<file path="src/rtl/calc_entry_fsm.sv">
`default_nettype none
// ============================================================================
// calc_entry_fsm : keypad operand entry with digit-serial BCD add/subtract
// Rev 1.0
// ============================================================================
module calc_entry_fsm #(
  parameter int NDIGITS = 4
) (
  input  logic                 clk,
  input  logic                 rst,
  input  logic                 btn_press_i,
  input  logic                 is_num_i,
  input  logic                 is_op_i,
  input  logic                 is_eq_i,
  input  logic [3:0]           num_val_i,
  input  logic [1:0]           op_val_i,
  output logic [4*NDIGITS-1:0] disp_bcd_o,
  output logic                 disp_neg_o,
  output logic                 overflow_o,
  output logic                 busy_o,
  output logic                 result_valid_o
);
  localparam int W  = 4 * NDIGITS;
  localparam int CW = $clog2(NDIGITS + 1);
  localparam int IW = (NDIGITS > 1) ? $clog2(NDIGITS) : 1;
  localparam logic [CW-1:0] C_FULL   = CW'(NDIGITS);
  localparam logic [IW-1:0] C_LAST   = IW'(NDIGITS - 1);
  localparam logic [1:0]    C_OP_ADD = 2'd1;
  localparam logic [1:0]    C_OP_SUB = 2'd2;

  typedef enum logic [2:0] {
    S_A    = 3'd0,
    S_OP   = 3'd1,
    S_B    = 3'd2,
    S_CALC = 3'd3,
    S_RES  = 3'd4
  } state_t;

  state_t          state_q, state_d;
  logic            btn_q;
  logic [W-1:0]    opa_q, opa_d, opb_q, opb_d;
  logic [CW-1:0]   cnta_q, cnta_d, cntb_q, cntb_d;
  logic            sub_q, sub_d;
  logic [W-1:0]    ca_q, ca_d, cb_q, cb_d, res_q, res_d;
  logic [IW-1:0]   idx_q, idx_d;
  logic            cy_q, cy_d, neg_q, neg_d, ovf_q, ovf_d;
  logic [W-1:0]    disp_q, disp_d;
  logic            dneg_q, dneg_d, dovf_q, dovf_d, busy_q, busy_d, rv_q, rv_d;

  logic            w_ev, w_op_ok, w_app_a, w_app_b, w_c;
  logic [4:0]      w_sum, w_fix;
  logic [3:0]      w_dig;

  function automatic logic [CW-1:0] sig_digits(input logic [W-1:0] x);
    logic [CW-1:0] n;
    n = '0;
    for (int k = 0; k < NDIGITS; k++) begin
      if (x[4*k +: 4] != 4'd0) n = CW'(k + 1);
    end
    return n;
  endfunction

  assign w_ev    = btn_press_i & ~btn_q;
  assign w_op_ok = (op_val_i == C_OP_ADD) || (op_val_i == C_OP_SUB);
  // leading zeros never enter an operand and never consume a digit slot
  assign w_app_a = (cnta_q != C_FULL) && !((opa_q == '0) && (num_val_i == 4'd0));
  assign w_app_b = (cntb_q != C_FULL) && !((opb_q == '0) && (num_val_i == 4'd0));

  always_comb begin
    w_sum = 5'd0;
    w_fix = 5'd0;
    w_dig = 4'd0;
    w_c   = 1'b0;
    if (!sub_q) begin
      w_sum = {1'b0, ca_q[3:0]} + {1'b0, cb_q[3:0]} + {4'd0, cy_q};
      w_fix = w_sum - 5'd10;
      w_c   = (w_sum > 5'd9);
      w_dig = w_c ? w_fix[3:0] : w_sum[3:0];
    end else begin
      w_sum = {1'b0, ca_q[3:0]} - {1'b0, cb_q[3:0]} - {4'd0, cy_q};
      w_fix = w_sum + 5'd10;
      w_c   = w_sum[4];
      w_dig = w_c ? w_fix[3:0] : w_sum[3:0];
    end
  end

  always_comb begin
    state_d = state_q;
    opa_d   = opa_q;
    opb_d   = opb_q;
    cnta_d  = cnta_q;
    cntb_d  = cntb_q;
    sub_d   = sub_q;
    ca_d    = ca_q;
    cb_d    = cb_q;
    res_d   = res_q;
    idx_d   = idx_q;
    cy_d    = cy_q;
    neg_d   = neg_q;
    ovf_d   = ovf_q;
    rv_d    = 1'b0;
    case (state_q)
      S_A: begin
        if (w_ev && is_num_i) begin
          if (w_app_a) begin
            opa_d  = {opa_q[W-5:0], num_val_i};
            cnta_d = cnta_q + CW'(1);
          end
        end else if (w_ev && is_op_i && w_op_ok) begin
          sub_d   = (op_val_i == C_OP_SUB);
          state_d = S_OP;
        end
      end
      S_OP: begin
        if (w_ev && is_num_i) begin
          opb_d   = W'(num_val_i);
          cntb_d  = (num_val_i != 4'd0) ? CW'(1) : '0;
          state_d = S_B;
        end else if (w_ev && is_op_i && w_op_ok) begin
          sub_d = (op_val_i == C_OP_SUB);
        end
      end
      S_B: begin
        if (w_ev && is_num_i) begin
          if (w_app_b) begin
            opb_d  = {opb_q[W-5:0], num_val_i};
            cntb_d = cntb_q + CW'(1);
          end
        end else if (w_ev && is_eq_i) begin
          state_d = S_CALC;
          idx_d   = '0;
          cy_d    = 1'b0;
          res_d   = '0;
          ovf_d   = 1'b0;
          // subtraction always runs larger-minus-smaller; sign is kept aside
          if (sub_q && (opa_q < opb_q)) begin
            ca_d  = opb_q;
            cb_d  = opa_q;
            neg_d = 1'b1;
          end else begin
            ca_d  = opa_q;
            cb_d  = opb_q;
            neg_d = 1'b0;
          end
        end
      end
      S_CALC: begin
        ca_d  = ca_q >> 4;
        cb_d  = cb_q >> 4;
        res_d = {w_dig, res_q[W-1:4]};
        cy_d  = w_c;
        idx_d = idx_q + IW'(1);
        if (idx_q == C_LAST) begin
          state_d = S_RES;
          rv_d    = 1'b1;
          ovf_d   = ~sub_q & w_c;
        end
      end
      S_RES: begin
        if (w_ev && is_num_i) begin
          opa_d   = W'(num_val_i);
          cnta_d  = (num_val_i != 4'd0) ? CW'(1) : '0;
          opb_d   = '0;
          cntb_d  = '0;
          neg_d   = 1'b0;
          ovf_d   = 1'b0;
          state_d = S_A;
        end else if (w_ev && is_op_i && w_op_ok && !neg_q && !ovf_q) begin
          opa_d   = res_q;
          cnta_d  = sig_digits(res_q);
          sub_d   = (op_val_i == C_OP_SUB);
          state_d = S_OP;
        end
      end
      default: state_d = S_A;
    endcase
  end

  always_comb begin
    disp_d = '0;
    case (state_d)
      S_A, S_OP:   disp_d = opa_d;
      S_B, S_CALC: disp_d = opb_d;
      S_RES:       disp_d = res_d;
      default:     disp_d = '0;
    endcase
    dneg_d = (state_d == S_RES) & neg_d;
    dovf_d = (state_d == S_RES) & ovf_d;
    busy_d = (state_d == S_CALC);
  end

  always_ff @(posedge clk) begin
    if (rst) begin
      state_q <= S_A;
      btn_q   <= 1'b1;
      opa_q   <= '0;
      opb_q   <= '0;
      cnta_q  <= '0;
      cntb_q  <= '0;
      sub_q   <= 1'b0;
      ca_q    <= '0;
      cb_q    <= '0;
      res_q   <= '0;
      idx_q   <= '0;
      cy_q    <= 1'b0;
      neg_q   <= 1'b0;
      ovf_q   <= 1'b0;
      disp_q  <= '0;
      dneg_q  <= 1'b0;
      dovf_q  <= 1'b0;
      busy_q  <= 1'b0;
      rv_q    <= 1'b0;
    end else begin
      state_q <= state_d;
      btn_q   <= btn_press_i;
      opa_q   <= opa_d;
      opb_q   <= opb_d;
      cnta_q  <= cnta_d;
      cntb_q  <= cntb_d;
      sub_q   <= sub_d;
      ca_q    <= ca_d;
      cb_q    <= cb_d;
      res_q   <= res_d;
      idx_q   <= idx_d;
      cy_q    <= cy_d;
      neg_q   <= neg_d;
      ovf_q   <= ovf_d;
      disp_q  <= disp_d;
      dneg_q  <= dneg_d;
      dovf_q  <= dovf_d;
      busy_q  <= busy_d;
      rv_q    <= rv_d;
    end
  end

  assign disp_bcd_o     = disp_q;
  assign disp_neg_o     = dneg_q;
  assign overflow_o     = dovf_q;
  assign busy_o         = busy_q;
  assign result_valid_o = rv_q;

endmodule
`default_nettype wire

</file>
<file path="config.mk">
export PLATFORM = sky130hd
export DESIGN_NAME = calc_entry_fsm
export DESIGN_NICKNAME = d
export VERILOG_FILES = /design/src/rtl/calc_entry_fsm.sv
export SDC_FILE = /design/constraint.sdc
export NUM_CORES = 1
export LEC_CHECK = 0
export BUFFER_PORTS_ARGS = -buffer_cell sky130_fd_sc_hd__buf_2
export CELL_PAD_IN_SITES_DETAIL_PLACEMENT = 0
export CELL_PAD_IN_SITES_GLOBAL_PLACEMENT = 1
export CORE_UTILIZATION = 40
export DETAILED_ROUTE_END_ITERATION = 8
export PLACE_DENSITY_LB_ADDON = 0.1
export RECOVER_POWER = 100
export SLEW_MARGIN = 20
export SYNTH_ARGS = -nofsm -noshare
export SYNTH_HDL_FRONTEND = slang
export SYNTH_SLANG_ARGS = --single-unit
</file>
<file path="constraint.sdc">
create_clock -name clk -period 3.9 [get_ports clk]
set_input_delay 1.17 -clock clk [delete_from_list [all_inputs] [get_ports clk]]
set_output_delay 1.17 -clock clk [all_outputs]
set_load 0.03 [all_outputs]
</file>
==> metrics.cfg <==
[run_status]
status = finished with violations
violations = capacitance limit, slew limit

[detailed_routing]
drc = 0
vias_per_cell = 5.932
wire_per_inst_um = 21.40
vias = 6086
ant_nets = 0
routed_wl_um = 21960
drt_iter0_drc = 455
dr.pass1.iters = 5

[logic_synthesis]
synth_fp_nets = 832
syn_inst = 783
synthMuxAreaShare = 0.06035
synthSimpleGateAreaFrac = 0.1867
synth-edff-count = 0
netlist.area_leader.share = 0.3579
synth_top_family_by_area = compound AO/OA/AOI/OAI gates
ys_ff_latch = 116
synthXorXnorAreaFrac = 0.01080
yosys_warnings = 0
synth.area.top_cells = dfxtp_1, ha_1, nor2_1
postSynthAreaPerCell_um2 = 8.287
netlist_area_um2 = 6489
async_flop_share = 0
yosysSeqAreaShare = 0.3579
yosys.area.top_type = dfxtp_1
yosysUniqueCellTypes = 74
post_synth_fa_ha_maj_area_fraction = 0.07597
synth_compound_area_frac = 0.2518
synthFlopType = dfxtp_1

[final_layout]
fillers = 1635
multi_input_area_um2 = 3774
final_layout_size_suffix_gt1_frac = 0.09136
postLayoutCellArea_um2 = 7358
fin_util = 0.4632
final_nets = 847
syn_to_final_growth_pct = 13.40
final_cells = 1026
final_common_cell = dfxtp_1
diodes = 0
layout_common_cells = dfxtp_1, nor2_1, a21oi_1
seq_area_um2 = 2322

[pwr]
ir_drop_uv = 287.2
p_leak_nw = 2.821
power_density_nw_per_um2 = 393.2
total_power_mw = 2.893

[worst_setup_path]
critPathCaptureType = flip-flop
cp_data_arrival_time_ns = 3.74
ff2ff_setup_slack_ns = 0.49
required_ns = 4.23
crit_fanout = 9
worstSetupPathType = in2reg
r2r_cells = 10
cp-start-kind = input pin

[clock_tree]
ctsLongestPathBuffers = 2
cts_tree = done
ctsHoldBuffers = 0
clk_latency_ns = 0.42
cts_resized = 0
cts_setup_buffers = 0
clkTransAtPathRegs_ns = 0.05
cts_num_sinks = 116
cts_buffers = 17
clockRootBuffer = clkbuf_16
htree_num_levels = 4

[timing]
worst_slack_ns = 0.4908
setup_viol = 0
worst_hold_slack_ns = 0.4514
finClkSkew_ns = 0.007552
max_freq_mhz = 293.3
tightest_slew_ns = 1.673
setup_tns_ns = 0
slew_headroom = -0.1152
min_period_over_period = 0.8742
hold_viol_final = 0
finalCriticalPeriod_ns = 3.409
finalMaxSlewViolations = 37
rsz0062_at_grt = no

[floorplan]
ios = 32
dieArea_um2 = 16740
die-width_um = 129.4
coreArea_um2 = 15890
start_util = 0.4085
die_height_um = 129.4
rows = 46

[hold_path]
hold_class = reg2reg
hold_depth = 2

[job]
drv_cap = 1

[global_routing]
grtUsageTotal = 0.2771
grt_pass1_wl_um = 34080
antenna_found_initial = 0
grt_max_degree = 42
gr-total-overflow = 0
grt_pass1_vias = 5904

[place]
dpl_cell_area_um2 = 6835
place_congestion = 0.8488
dp.cells = 995
place_ws_ns = 0.5398
dp_hpwl_um = 15750
portBuffers = 31

==> routing by layer <==
layer | share of wire | GRT usage | up-vias
li1 | - | - | 2898
met1 | 0.45 | 0.3622 | 2922
met2 | 0.46 | 0.4437 | 220
met3 | 0.060 | 0.05285 | 46
met4 | 0.030 | 0.1239 | 0
met5 | 0 | 0 | -
==> flip-flops by register name, summed over array words and instances, names as in the netlist <==
register / count
btn_q: 1
cy_q: 1
state_q: 3
res_q: 16
opa_q: 16
ca_q: 16
result_valid_o: 1
cb_q: 16
disp_bcd_o: 16
cnta_q: 3
sub_q: 1
idx_q: 2
overflow_o: 1
disp_neg_o: 1
busy_o: 1
cntb_q: 3
opb_q: 16
ovf_q: 1
neg_q: 1
==> power breakdown <==
part	switching [mW]	internal [mW]
Sequential	0.00858	1.19
Clock	0.558	1.04
Combinational	0.0622	0.0283
==> cells in the mapped netlist (all sizes together) (3+ instances only) <==
| cell | count |
|---|---|
| dfxtp | 116 |
| nor2 | 110 |
| a21oi | 65 |
| nand2 | 54 |
| clkbuf | 40 |
| o21ai | 40 |
| mux2i | 38 |
| inv | 37 |
| ha | 33 |
| a22oi | 30 |
| nand3 | 24 |
| nor3 | 18 |
| a221oi | 15 |
| a2111oi | 13 |
| buf | 13 |
| nor4 | 13 |
| o22ai | 13 |
| o22a | 8 |
| or2 | 7 |
| xnor2 | 7 |
| a31oi | 6 |
| o221ai | 6 |
| a211oi | 5 |
| nor2b | 5 |
| and2 | 4 |
| fa | 4 |
| nand4 | 4 |
| o211ai | 4 |
| o31ai | 4 |
| a21o | 3 |
| and3 | 3 |
| nand2b | 3 |
| nor3b | 3 |
==> critical path, stage by stage <==
cell      delay (ns)
buf_2           0.15
nor4_2          0.36
nand4_1         0.12
o21ai_0         0.85
nor2_1          0.27
nor3_2          0.52
a21oi_1         0.15
o211ai_1        0.13
==> path summary, 6_finish.rpt <==
| kind | startpoint | end |
|---|---|---|
| setup reg to reg | opb_q[2] | cb_q[5] |
| hold reg to reg | ca_q[15] | ca_q[15] |
| hold / removal | ca_q[15] | ca_q[15] |
| setup / recovery | num_val_i[0] | disp_bcd_o[3] |
==> kinds of logic after synthesis <==
family | after synthesis
and+or+nand+nor | 260
buffers and inverters | 90
adders and majority gates | 37
muxes | 39
xor gates and xnor gates | 8
DFF | 116
AOI/OAI and AO/OA | 233
==> final cells by class <==
| cell class | instances | share of cell area |
|---|---|---|
| Sequential cell | 116 | 0.3156 |
| Timing Repair Buffer | 49 | 0.03435 |
| Tap cell | 216 | 0.03673 |
| Inverter | 37 | 0.01887 |
| Clock buffer | 21 | 0.06393 |
| Multi-Input combinational cell | 577 | 0.5128 |
| Clock inverter | 10 | 0.01768 |
Power figures use the tool's default switching activity.
